<file path="src/rtl/mips_mc_controller_pkg.sv">
// Shared types and encodings for the multicycle MIPS controller:
// FSM states, opcode/funct values, ALU control codes and datapath mux selects.
package mips_mc_pkg;

    typedef enum logic [3:0] {
        FETCH,
        DECODE,
        MEMADR,
        MEMRD,
        MEMWB,
        MEMWR,
        RTYPEEX,
        RTYPEWB,
        BRANCHEX,
        ADDIEX,
        ADDIWB,
        JEX,
        ERROR
    } state_t;

    typedef enum logic [1:0] {
        ALUOP_ADD,
        ALUOP_SUB,
        ALUOP_FUNCT
    } aluop_t;

    localparam logic [5:0] OP_RTYPE = 6'b000000;
    localparam logic [5:0] OP_LW    = 6'b100011;
    localparam logic [5:0] OP_SW    = 6'b101011;
    localparam logic [5:0] OP_BEQ   = 6'b000100;
    localparam logic [5:0] OP_BNE   = 6'b000101;
    localparam logic [5:0] OP_ADDI  = 6'b001000;
    localparam logic [5:0] OP_J     = 6'b000010;

    localparam logic [5:0] FN_ADD = 6'b100000;
    localparam logic [5:0] FN_SUB = 6'b100010;
    localparam logic [5:0] FN_AND = 6'b100100;
    localparam logic [5:0] FN_OR  = 6'b100101;
    localparam logic [5:0] FN_SLT = 6'b101010;

    localparam logic [2:0] ALU_AND = 3'b000;
    localparam logic [2:0] ALU_OR  = 3'b001;
    localparam logic [2:0] ALU_ADD = 3'b010;
    localparam logic [2:0] ALU_SUB = 3'b110;
    localparam logic [2:0] ALU_SLT = 3'b111;

    localparam logic [1:0] SRCB_B     = 2'b00;
    localparam logic [1:0] SRCB_FOUR  = 2'b01;
    localparam logic [1:0] SRCB_IMM   = 2'b10;
    localparam logic [1:0] SRCB_IMMSH = 2'b11;

    localparam logic [1:0] PCSRC_ALU    = 2'b00;
    localparam logic [1:0] PCSRC_ALUOUT = 2'b01;
    localparam logic [1:0] PCSRC_JUMP   = 2'b10;

    // States that hold a memory request open and therefore run the wait counter.
    function automatic logic is_wait_state(input state_t s);
        return (s == FETCH) || (s == MEMRD) || (s == MEMWR);
    endfunction

endpackage

</file>
<file path="src/rtl/mips_mc_controller_if.sv">
// Memory handshake between the controller (master) and the shared
// instruction/data memory (slave).
interface mips_mc_controller_if;
    logic mem_req;
    logic memwrite;
    logic iord;
    logic mem_ready;

    modport master (output mem_req, output memwrite, output iord, input mem_ready);
    modport slave  (input mem_req, input memwrite, input iord, output mem_ready);
endinterface

</file>
<file path="src/rtl/mips_mc_controller_aludec.sv">
// ALU decoder: maps aluop (and funct for R-type) to an ALU control code and
// flags funct values the core does not implement.
module mips_mc_aludec
    import mips_mc_pkg::*;
#(
    parameter int ALUCTRL_W = 3
) (
    input  logic [5:0]           funct,
    input  aluop_t               aluop,
    output logic [ALUCTRL_W-1:0] alucontrol,
    output logic                 illegal_funct
);

    logic [2:0] fcode;

    // The illegal flag depends on funct alone so DECODE can test it before RTYPEEX.
    always_comb begin
        fcode         = ALU_ADD;
        illegal_funct = 1'b0;
        case (funct)
            FN_ADD:  fcode = ALU_ADD;
            FN_SUB:  fcode = ALU_SUB;
            FN_AND:  fcode = ALU_AND;
            FN_OR:   fcode = ALU_OR;
            FN_SLT:  fcode = ALU_SLT;
            default: illegal_funct = 1'b1;
        endcase
    end

    always_comb begin
        alucontrol = ALUCTRL_W'(ALU_ADD);
        case (aluop)
            ALUOP_ADD:   alucontrol = ALUCTRL_W'(ALU_ADD);
            ALUOP_SUB:   alucontrol = ALUCTRL_W'(ALU_SUB);
            ALUOP_FUNCT: alucontrol = ALUCTRL_W'(fcode);
            default:     alucontrol = ALUCTRL_W'(ALU_ADD);
        endcase
    end

endmodule

</file>
<file path="src/rtl/mips_mc_controller.sv">
// Multicycle MIPS control unit: Moore FSM sequencing each instruction over a
// shared memory, with handshake timeout, sticky error flags and a retire counter.
module mips_mc_controller
    import mips_mc_pkg::*;
#(
    parameter int ALUCTRL_W  = 3,
    parameter int MAX_WAIT   = 15,
    parameter int ENABLE_BNE = 1,
    parameter int CNT_W      = 32
) (
    input  logic                 clk,
    input  logic                 reset,
    input  logic [5:0]           op,
    input  logic [5:0]           funct,
    input  logic                 zero,
    mips_mc_controller_if.master mem,
    output logic                 irwrite,
    output logic                 pcen,
    output logic                 regwrite,
    output logic                 regdst,
    output logic                 memtoreg,
    output logic                 alusrca,
    output logic [1:0]           alusrcb,
    output logic [1:0]           pcsrc,
    output logic [ALUCTRL_W-1:0] alucontrol,
    output logic                 halted,
    output logic                 err_illegal,
    output logic                 err_bus,
    output logic [CNT_W-1:0]     retired
);

    state_t     state, state_n;
    aluop_t     aluop;
    logic [7:0] waitcnt;
    logic       funct_bad, timeout, retire;
    logic       set_illegal, set_bus;
    logic       irwrite_c, pcen_c, regwrite_c, memwrite_c;

    mips_mc_aludec #(.ALUCTRL_W(ALUCTRL_W)) u_aludec (
        .funct         (funct),
        .aluop         (aluop),
        .alucontrol    (alucontrol),
        .illegal_funct (funct_bad)
    );

    assign timeout = (waitcnt == 8'(MAX_WAIT)) && !mem.mem_ready;
    assign retire  = (state_n == FETCH) &&
                     (state inside {MEMWB, MEMWR, RTYPEWB, BRANCHEX, ADDIWB, JEX});
    assign halted  = (state == ERROR);

    // Write enables are held low while reset is asserted, even though FETCH is live.
    assign irwrite      = irwrite_c  & ~reset;
    assign pcen         = pcen_c     & ~reset;
    assign regwrite     = regwrite_c & ~reset;
    assign mem.memwrite = memwrite_c & ~reset;

    always_ff @(posedge clk or posedge reset) begin
        if (reset) state <= FETCH;
        else       state <= state_n;
    end

    always_ff @(posedge clk or posedge reset) begin
        if (reset) begin
            waitcnt     <= '0;
            retired     <= '0;
            err_illegal <= 1'b0;
            err_bus     <= 1'b0;
        end else begin
            if (state_n != state)
                waitcnt <= '0;
            else if (is_wait_state(state) && !mem.mem_ready)
                waitcnt <= waitcnt + 8'd1;
            if (retire)      retired     <= retired + CNT_W'(1);
            if (set_illegal) err_illegal <= 1'b1;
            if (set_bus)     err_bus     <= 1'b1;
        end
    end

    always_comb begin
        state_n     = state;
        mem.mem_req = 1'b0;
        mem.iord    = 1'b0;
        memwrite_c  = 1'b0;
        irwrite_c   = 1'b0;
        pcen_c      = 1'b0;
        regwrite_c  = 1'b0;
        regdst      = 1'b0;
        memtoreg    = 1'b0;
        alusrca     = 1'b0;
        alusrcb     = SRCB_B;
        pcsrc       = PCSRC_ALU;
        aluop       = ALUOP_ADD;
        set_illegal = 1'b0;
        set_bus     = 1'b0;
        case (state)
            FETCH: begin
                mem.mem_req = 1'b1;
                alusrcb     = SRCB_FOUR;
                if (mem.mem_ready) begin
                    irwrite_c = 1'b1;
                    pcen_c    = 1'b1;
                    state_n   = DECODE;
                end else if (timeout) begin
                    set_bus = 1'b1;
                    state_n = ERROR;
                end
            end
            DECODE: begin
                alusrcb = SRCB_IMMSH;
                case (op)
                    OP_LW, OP_SW: state_n = MEMADR;
                    OP_RTYPE: begin
                        state_n     = funct_bad ? ERROR : RTYPEEX;
                        set_illegal = funct_bad;
                    end
                    OP_BEQ:  state_n = BRANCHEX;
                    OP_BNE: begin
                        state_n     = (ENABLE_BNE != 0) ? BRANCHEX : ERROR;
                        set_illegal = (ENABLE_BNE == 0);
                    end
                    OP_ADDI: state_n = ADDIEX;
                    OP_J:    state_n = JEX;
                    default: begin
                        state_n     = ERROR;
                        set_illegal = 1'b1;
                    end
                endcase
            end
            MEMADR: begin
                alusrca = 1'b1;
                alusrcb = SRCB_IMM;
                state_n = (op == OP_SW) ? MEMWR : MEMRD;
            end
            MEMRD: begin
                mem.mem_req = 1'b1;
                mem.iord    = 1'b1;
                if (mem.mem_ready) begin
                    state_n = MEMWB;
                end else if (timeout) begin
                    set_bus = 1'b1;
                    state_n = ERROR;
                end
            end
            MEMWB: begin
                regwrite_c = 1'b1;
                memtoreg   = 1'b1;
                state_n    = FETCH;
            end
            MEMWR: begin
                mem.mem_req = 1'b1;
                mem.iord    = 1'b1;
                memwrite_c  = 1'b1;
                if (mem.mem_ready) begin
                    state_n = FETCH;
                end else if (timeout) begin
                    set_bus = 1'b1;
                    state_n = ERROR;
                end
            end
            RTYPEEX: begin
                alusrca = 1'b1;
                aluop   = ALUOP_FUNCT;
                state_n = RTYPEWB;
            end
            RTYPEWB: begin
                regwrite_c = 1'b1;
                regdst     = 1'b1;
                state_n    = FETCH;
            end
            BRANCHEX: begin
                alusrca = 1'b1;
                aluop   = ALUOP_SUB;
                pcsrc   = PCSRC_ALUOUT;
                pcen_c  = (op == OP_BNE) ? ~zero : zero;
                state_n = FETCH;
            end
            ADDIEX: begin
                alusrca = 1'b1;
                alusrcb = SRCB_IMM;
                state_n = ADDIWB;
            end
            ADDIWB: begin
                regwrite_c = 1'b1;
                state_n    = FETCH;
            end
            JEX: begin
                pcsrc   = PCSRC_JUMP;
                pcen_c  = 1'b1;
                state_n = FETCH;
            end
            ERROR:   state_n = ERROR;
            default: state_n = ERROR;
        endcase
    end

endmodule

</file>
<file path="src/flat_wrapper.sv">
// flat-port wrapper written by rule: the top's interface ports become plain ports
module mips_mc_controller_flat import mips_mc_pkg::*;
#(
    parameter int ALUCTRL_W  = 3,
    parameter int MAX_WAIT   = 15,
    parameter int ENABLE_BNE = 1,
    parameter int CNT_W      = 32
)
  (clk, reset, op, funct, zero, irwrite, pcen, regwrite, regdst, memtoreg, alusrca, alusrcb, pcsrc, alucontrol, halted, err_illegal, err_bus, retired, mem_mem_req, mem_memwrite, mem_iord, mem_mem_ready);
  mips_mc_controller_if mem_i ();
  input  logic clk;
  input  logic reset;
  input  logic [5:0] op;
  input  logic [5:0] funct;
  input  logic zero;
  output logic irwrite;
  output logic pcen;
  output logic regwrite;
  output logic regdst;
  output logic memtoreg;
  output logic alusrca;
  output logic [1:0] alusrcb;
  output logic [1:0] pcsrc;
  output logic [ALUCTRL_W-1:0] alucontrol;
  output logic halted;
  output logic err_illegal;
  output logic err_bus;
  output logic [CNT_W-1:0] retired;
  output wire logic [$bits(mem_i.mem_req)-1:0] mem_mem_req;
  output wire logic [$bits(mem_i.memwrite)-1:0] mem_memwrite;
  output wire logic [$bits(mem_i.iord)-1:0] mem_iord;
  input wire logic [$bits(mem_i.mem_ready)-1:0] mem_mem_ready;
  assign mem_mem_req = mem_i.mem_req;
  assign mem_memwrite = mem_i.memwrite;
  assign mem_iord = mem_i.iord;
  assign mem_i.mem_ready = mem_mem_ready;
  mips_mc_controller #(.ALUCTRL_W(ALUCTRL_W), .MAX_WAIT(MAX_WAIT), .ENABLE_BNE(ENABLE_BNE), .CNT_W(CNT_W)) u_core (.clk(clk), .reset(reset), .op(op), .funct(funct), .zero(zero), .mem(mem_i), .irwrite(irwrite), .pcen(pcen), .regwrite(regwrite), .regdst(regdst), .memtoreg(memtoreg), .alusrca(alusrca), .alusrcb(alusrcb), .pcsrc(pcsrc), .alucontrol(alucontrol), .halted(halted), .err_illegal(err_illegal), .err_bus(err_bus), .retired(retired));
endmodule
</file>
<file path="config.mk">
export PLATFORM = sky130hd
export DESIGN_NAME = mips_mc_controller_flat
export DESIGN_NICKNAME = d
export VERILOG_FILES = /design/src/rtl/mips_mc_controller_pkg.sv /design/src/rtl/mips_mc_controller_if.sv /design/src/rtl/mips_mc_controller_aludec.sv /design/src/rtl/mips_mc_controller.sv /design/src/flat_wrapper.sv
export SDC_FILE = /design/constraint.sdc
export NUM_CORES = 1
export LEC_CHECK = 0
export ABC_AREA = 1
export CAP_MARGIN = 30
export CORE_MARGIN = 3
export CORE_UTILIZATION = 45
export CTS_CLUSTER_DIAMETER = 100
export CTS_CLUSTER_SIZE = 25
export DETAILED_ROUTE_END_ITERATION = 6
export GPL_ROUTABILITY_DRIVEN = 0
export HOLD_SLACK_MARGIN = 0.08
export PLACE_DENSITY = 0.71
export SYNTH_ARGS = -nofsm -noshare
export SYNTH_HDL_FRONTEND = slang
export SYNTH_HIERARCHICAL = 1
export SYNTH_SLANG_ARGS = --single-unit
</file>
<file path="constraint.sdc">
create_clock -name clk -period 3.3 [get_ports clk]
set_input_delay 0.99 -clock clk [delete_from_list [all_inputs] [get_ports clk]]
set_output_delay 0.99 -clock clk [all_outputs]
set_load 0.005 [all_outputs]
</file>
== Word level (Yosys, flattened, before mapping) ==
Index checks and enable logic that the tools add are counted.

* Logic and storage cells: 93
* Output and inout port bits: 51
* Register bits after elaboration: 46
* Input port bits: 16

* Add/subtract/negate cells: 2
* Equality and inequality tests: 27
* Multiplexer cells: 32
* Reduce and logical (&&, ||, !) cells: 21
* Bitwise gates (word level): 6

{| class="wikitable"
|+ Operators with widths
! operator !! number
|-
| == test 6 bit (second input constant) || 7
|-
| adder 32 x 1 -> 32 bit (second input constant) || 1
|-
| case mux 4 bit (8 select lines) || 1
|-
| == test 4 bit (second input constant) || 5
|-
| 2-to-1 mux 4 bit || 5
|-
| case mux 4 bit (5 select lines) || 1
|-
| == test 4 x 3 -> 1 bit (second input constant) || 4
|-
| 2-to-1 mux 8 bit || 2
|-
| 2-to-1 mux 1 bit || 15
|-
| == test 6 x 3 -> 1 bit (second input constant) || 2
|-
| case mux 3 bit (4 select lines) || 1
|-
| OR reduction 5 bit || 2
|-
| adder 8 x 1 -> 8 bit (second input constant) || 1
|-
| == test 4 x 2 -> 1 bit (second input constant) || 2
|-
| == test 8 x 4 -> 1 bit (second input constant) || 1
|-
| zero test 4 bit || 2
|-
| case mux 2 bit (2 select lines) || 2
|-
| OR reduction 2 bit || 4
|-
| == test 6 x 2 -> 1 bit (second input constant) || 1
|-
| == test 6 x 4 -> 1 bit (second input constant) || 1
|-
| zero test 6 bit || 1
|-
| case mux 2 bit (3 select lines) || 1
|-
| case mux 3 bit (2 select lines) || 1
|-
| nonzero test 6 bit || 1
|-
| other kinds (16) || 24
|}

== Longest topological paths before layout ==
* Depth after elaboration: 7
* Depth in mapped cells: 14
* Depth with buffers taken out: 13

== By module ==
Netlist, hierarchy kept.

{| class="wikitable"
|+ Modules (own cells, without submodules)
! module !! area an instance (um^2) !! cells each !! instances
|-
| mips_mc_controller || 3325.7 || 482 || 1
|-
| mips_mc_aludec || 158.9 || 31 || 1
|}

== Worst setup path before layout ==
OpenSTA, ideal clock, no wires.

* Path type: register to output
* Start: register u_core.state[3]
* End: output port alucontrol[0]
* Cell stages (with the launch flop): 10
* Arrival time: 1.671 ns
* Path buffers: 0
* Setup slack: 0.639 ns
* Cells stage by stage: dfrtp_1 > inv_2 > nor2_1 > inv_1 > nor2_1 > inv_1 > ha_1 > nor2_2 > nand4_1 > nand2_1

* Cells in the longest elaborated chain, start to end: 4
* Elaborated cells on any way between the ends: 6
* Those cells by class: eq/ne (4); mux (2)

{| class="wikitable"
|+ Ends and longest elaborated chain
! what !! RTL line !! source
|-
| from (decl) || mips_mc_controller.sv:32 || <nowiki>state_t state, state_n;</nowiki>
|-
| from (signal assigned) || mips_mc_controller.sv:59 || <nowiki>else state <= state_n;</nowiki>
|-
| == test 4 bit or == test 4 x 3 -> 1 bit (tied branches) || mips_mc_controller.sv:95 || <nowiki>case (state)</nowiki>
|-
| case mux 2 bit (2 select lines) (*) || mips_mc_controller.sv:95 ||
|-
| via u_core.aluop[0] || mips_mc_controller.sv:33 || <nowiki>aluop_t aluop;</nowiki>
|-
| == test 2 bit or == test 2 x 1 -> 1 bit (tied branches) || mips_mc_controller_aludec.sv:32 || <nowiki>case (aluop)</nowiki>
|-
| case mux 3 bit (2 select lines) (*) || mips_mc_controller_aludec.sv:32 ||
|-
| to (decl) || flat_wrapper.sv:24 || <nowiki>output logic [ALUCTRL_W-1:0] alucontrol;</nowiki>
|}

The timed path passes the listed nets; every way through them passes the cells marked *.

== Final worst setup path ==
* Start: input port op[0]
* End: output port pcen

* Cells in the longest elaborated chain, start to end: 4

{| class="wikitable"
|+ Ends and longest elaborated chain
! what !! RTL line !! source
|-
| from (decl) || flat_wrapper.sv:13 || <nowiki>input logic [5:0] op;</nowiki>
|-
| == test 6 x 3 -> 1 bit || mips_mc_controller.sv:174 || <nowiki>pcen_c = (op == OP_BNE) ? ~zero : zero;</nowiki>
|-
| 2-to-1 mux 1 bit || mips_mc_controller.sv:174 ||
|-
| case mux 1 bit (3 select lines) || mips_mc_controller.sv:95 ||
|-
| bitwise AND 1 bit || mips_mc_controller.sv:53 || <nowiki>assign pcen = pcen_c & ~reset;</nowiki>
|-
| to (decl) || flat_wrapper.sv:17 || <nowiki>output logic pcen;</nowiki>
|}

Every way passes these cells.

==> out/qor.txt <==
Top cell type's share of synthesized area -> 0.3303
Clock tree buffer depth -> 2
Crit path buf inv count -> 3
Status -> finished with violations
Yosys top cell by area -> dfrtp_1
Sequential element share of the synthesized area -> 0.3303
CP Capture Type -> primary output
Die area -> 8835 µm²
Core Footprint -> 7370 µm²
Kind of cell adding the most delay to the critical path -> buffers and inverters
Startpoint types -> input port
HPWL Detailed -> 7004 µm
Final-report hold violation count -> 0
Min Clock Period, post-route -> 3313 ps
Row count -> 31
Post-layout net count -> 619
Clock sinks -> 46
1st-pass router iterations -> 4
All-Layer GR Usage -> 0.2186
Fin Setup TNS -> -13.18 ps
RSZ-0062 raised after global routing -> yes
Initial Utilization -> 0.4728
Clk_skew -> 15.17 ps
Global-route wire length before repair -> 15,800 µm
Layout area overhead -> 29.80%
Synth top cells by count -> nand2_1, nor2_1, inv_1
Sequential cell area -> 1152 µm²
Synth warnings -> 6
Synth unique cells -> 35
Clock Latency Late Sink -> 300 ps
Filler cells -> 668
Worst-path maximum fanout -> 3
Pre-CTS WS -> -350.7 ps
Crit path kind -> input port to primary output
Initial antenna violation count -> 0
Antenna fix cells -> 0
Fin. max-slew vios -> 0
H-Tree Depth -> 2
DRC -> 0
Vias -> 3,537
Vias in the first global route -> 3,507
Hold_buf cts -> 0
Inserted Clock Buffers -> 5
Cell Pwr Density -> 580.1 nW/µm²
PortBufs -> 66
Die Span Y -> 94.00 µm
Critical-path cell list -> clkdlybuf4s50_1, inv_1, nor2_2, nand3_2, nor2_2, o21ai_1, a31oi_1, clkdlybuf4s15_2
Worst path max stage delay -> 470 ps
Async S/R FF share, synth -> 1.000
Syn Inst Count -> 513
Average wire per standard cell -> 13.15 µm
Slowest library cell on the worst path -> clkdlybuf4s50_1
Syn nets -> 533
Detail Route Antenna Nets -> 0
PnR worst setup slack -> -13.18 ps
Slew @ Worst Pin -> 523.3 ps
WL final -> 9195 µm
Fmax achieved -> 301.8 MHz
Synth area leaders -> dfrtp_1, nand2_1, nand3_1
Total of max-cap violations -> 0
Crit path arrival time -> 2320 ps
Crit share post-route -> 1.004
Final setup fails -> 1
Reg clk slew, reported paths -> 100 ps
Most common cell on crit path -> nor2_2
Largest net degree at the start of global routing -> 37
Area occupied by multi-input gates -> 2034 µm²
Failing checks -> setup timing
Share of cells above drive strength 1 -> 0.1300
Max IR drop VDD -> 0.4331 mV
DRT iter0 DRCs -> 137
Avg Vias per Cell -> 5.060
CTS tree -> done
Synth Cell Area -> 3485 µm²
Count leader, synth -> nand2_1
#FFs+latches synth -> 46
Die W -> 94.00 µm
Overflow after GRT -> 0
Worst relative slew slack -> 0.6506
Most common flop cell mapped by yosys -> dfrtp_1
Root Buffer -> clkbuf_8
Worst Hold Class -> register to register
Avg Inst Size Synth -> 6.793 µm²
Critical path data required time -> 2310 ps
Post-synth EDFFs -> 0
Ports -> 67
Pleak -> 2.109 nW
==> worst paths after layout <==
check | from | to | cells after the start | slack [ps]
max | op[0] | pcen | 8 | -10
max reg2reg | u_core/state[2] | u_core/retired[10] | 12 | 1010
min | u_core/err_bus | u_core/err_bus | 1 | 470
min reg2reg | u_core/err_bus | u_core/err_bus | 1 | 470
max in group asynchronous | reset | u_core/retired[20] | 3 | 1610
min in group asynchronous | reset | u_core/retired[7] | 2 | 1170
==> repair_timing <==
action | 4_1_cts | 5_1_grt
buffers inserted | 4 | 1
pin swaps | 4 | 3
cloned | 0 | 0
setup endpoints to repair | 4 | 3
gates resized for setup | 12 | 7
==> cell usage in the layout, fill, tap and decap left out, types with 4 or more instances in the layout <==
cell type and instances:
buf_4 22, clkbuf_8 5, clkdlybuf4s50_1 60, dfrtp_1 45
inv_1 53, inv_2 12, nand2_1 153, nand2_2 4
nand3_1 50, nand3_2 6, nand4_1 12, nor2_1 54
nor2_2 8, nor2_4 5, nor3_1 30, o21ai_0 5
o21ai_1 6, xnor2_1 9, xor2_1 26
==> kinds of logic after synthesis <==
group	Yosys count	share of synthesized area
buffers and inverters	78	0.09731
and+or+nand+nor	329	0.4294
AOI/OAI and AO/OA	20	0.03591
adders and majority gates	4	0.01436
DFF	46	0.3303
xor gates and xnor gates	36	0.09264
==> report_power, final <==
group          total, mW  internal, mW  leakage [nW]  switching [mW]
Sequential         0.723         0.635         0.614          0.0881
Combinational       1.54         0.632          1.45           0.908
Clock              0.360         0.152        0.0408           0.208
Total               2.62          1.42          2.11            1.20
==> sequential cells by signal, indices dropped and copies added (netlist names) <==
register,flops
u_core/retired,32
u_core/waitcnt,8
u_core/state,4
u_core/err_bus,1
u_core/err_illegal,1
==> metrics by stage <==
step	util	total power, mW	cell area (µm²)	hold WS [ps]	instances
2_1_floorplan	-	1.726	3485	451.0	513
3_3_place_gp	0.5902	2.204	4349	448.0	686
3_5_place_dp	0.5902	2.232	4349	455.4	686
4_1_cts	0.6100	2.637	4496	478.0	698
5_1_grt	0.6138	2.832	4523	506.4	699
6_report	0.6138	2.624	4523	471.0	699
==> area by class of cell <==
class	instances	share of cell area
Clock buffer	5	0.01521
Clock inverter	3	0.005256
Inverter	67	0.05560
Multi-Input combinational cell	389	0.4498
Sequential cell	46	0.2548
Tap cell	99	0.02739
Timing Repair Buffer	90	0.1920
==> layer usage <==
metal,track usage,wire length (µm),share of wire
met1,0.2791,4054,0.44
met2,0.3749,4571,0.50
met3,0.03766,420,0.046
met4,0.06859,149,0.016
met5,0,0,0
Note: power is estimated with default switching activity, not from simulation.
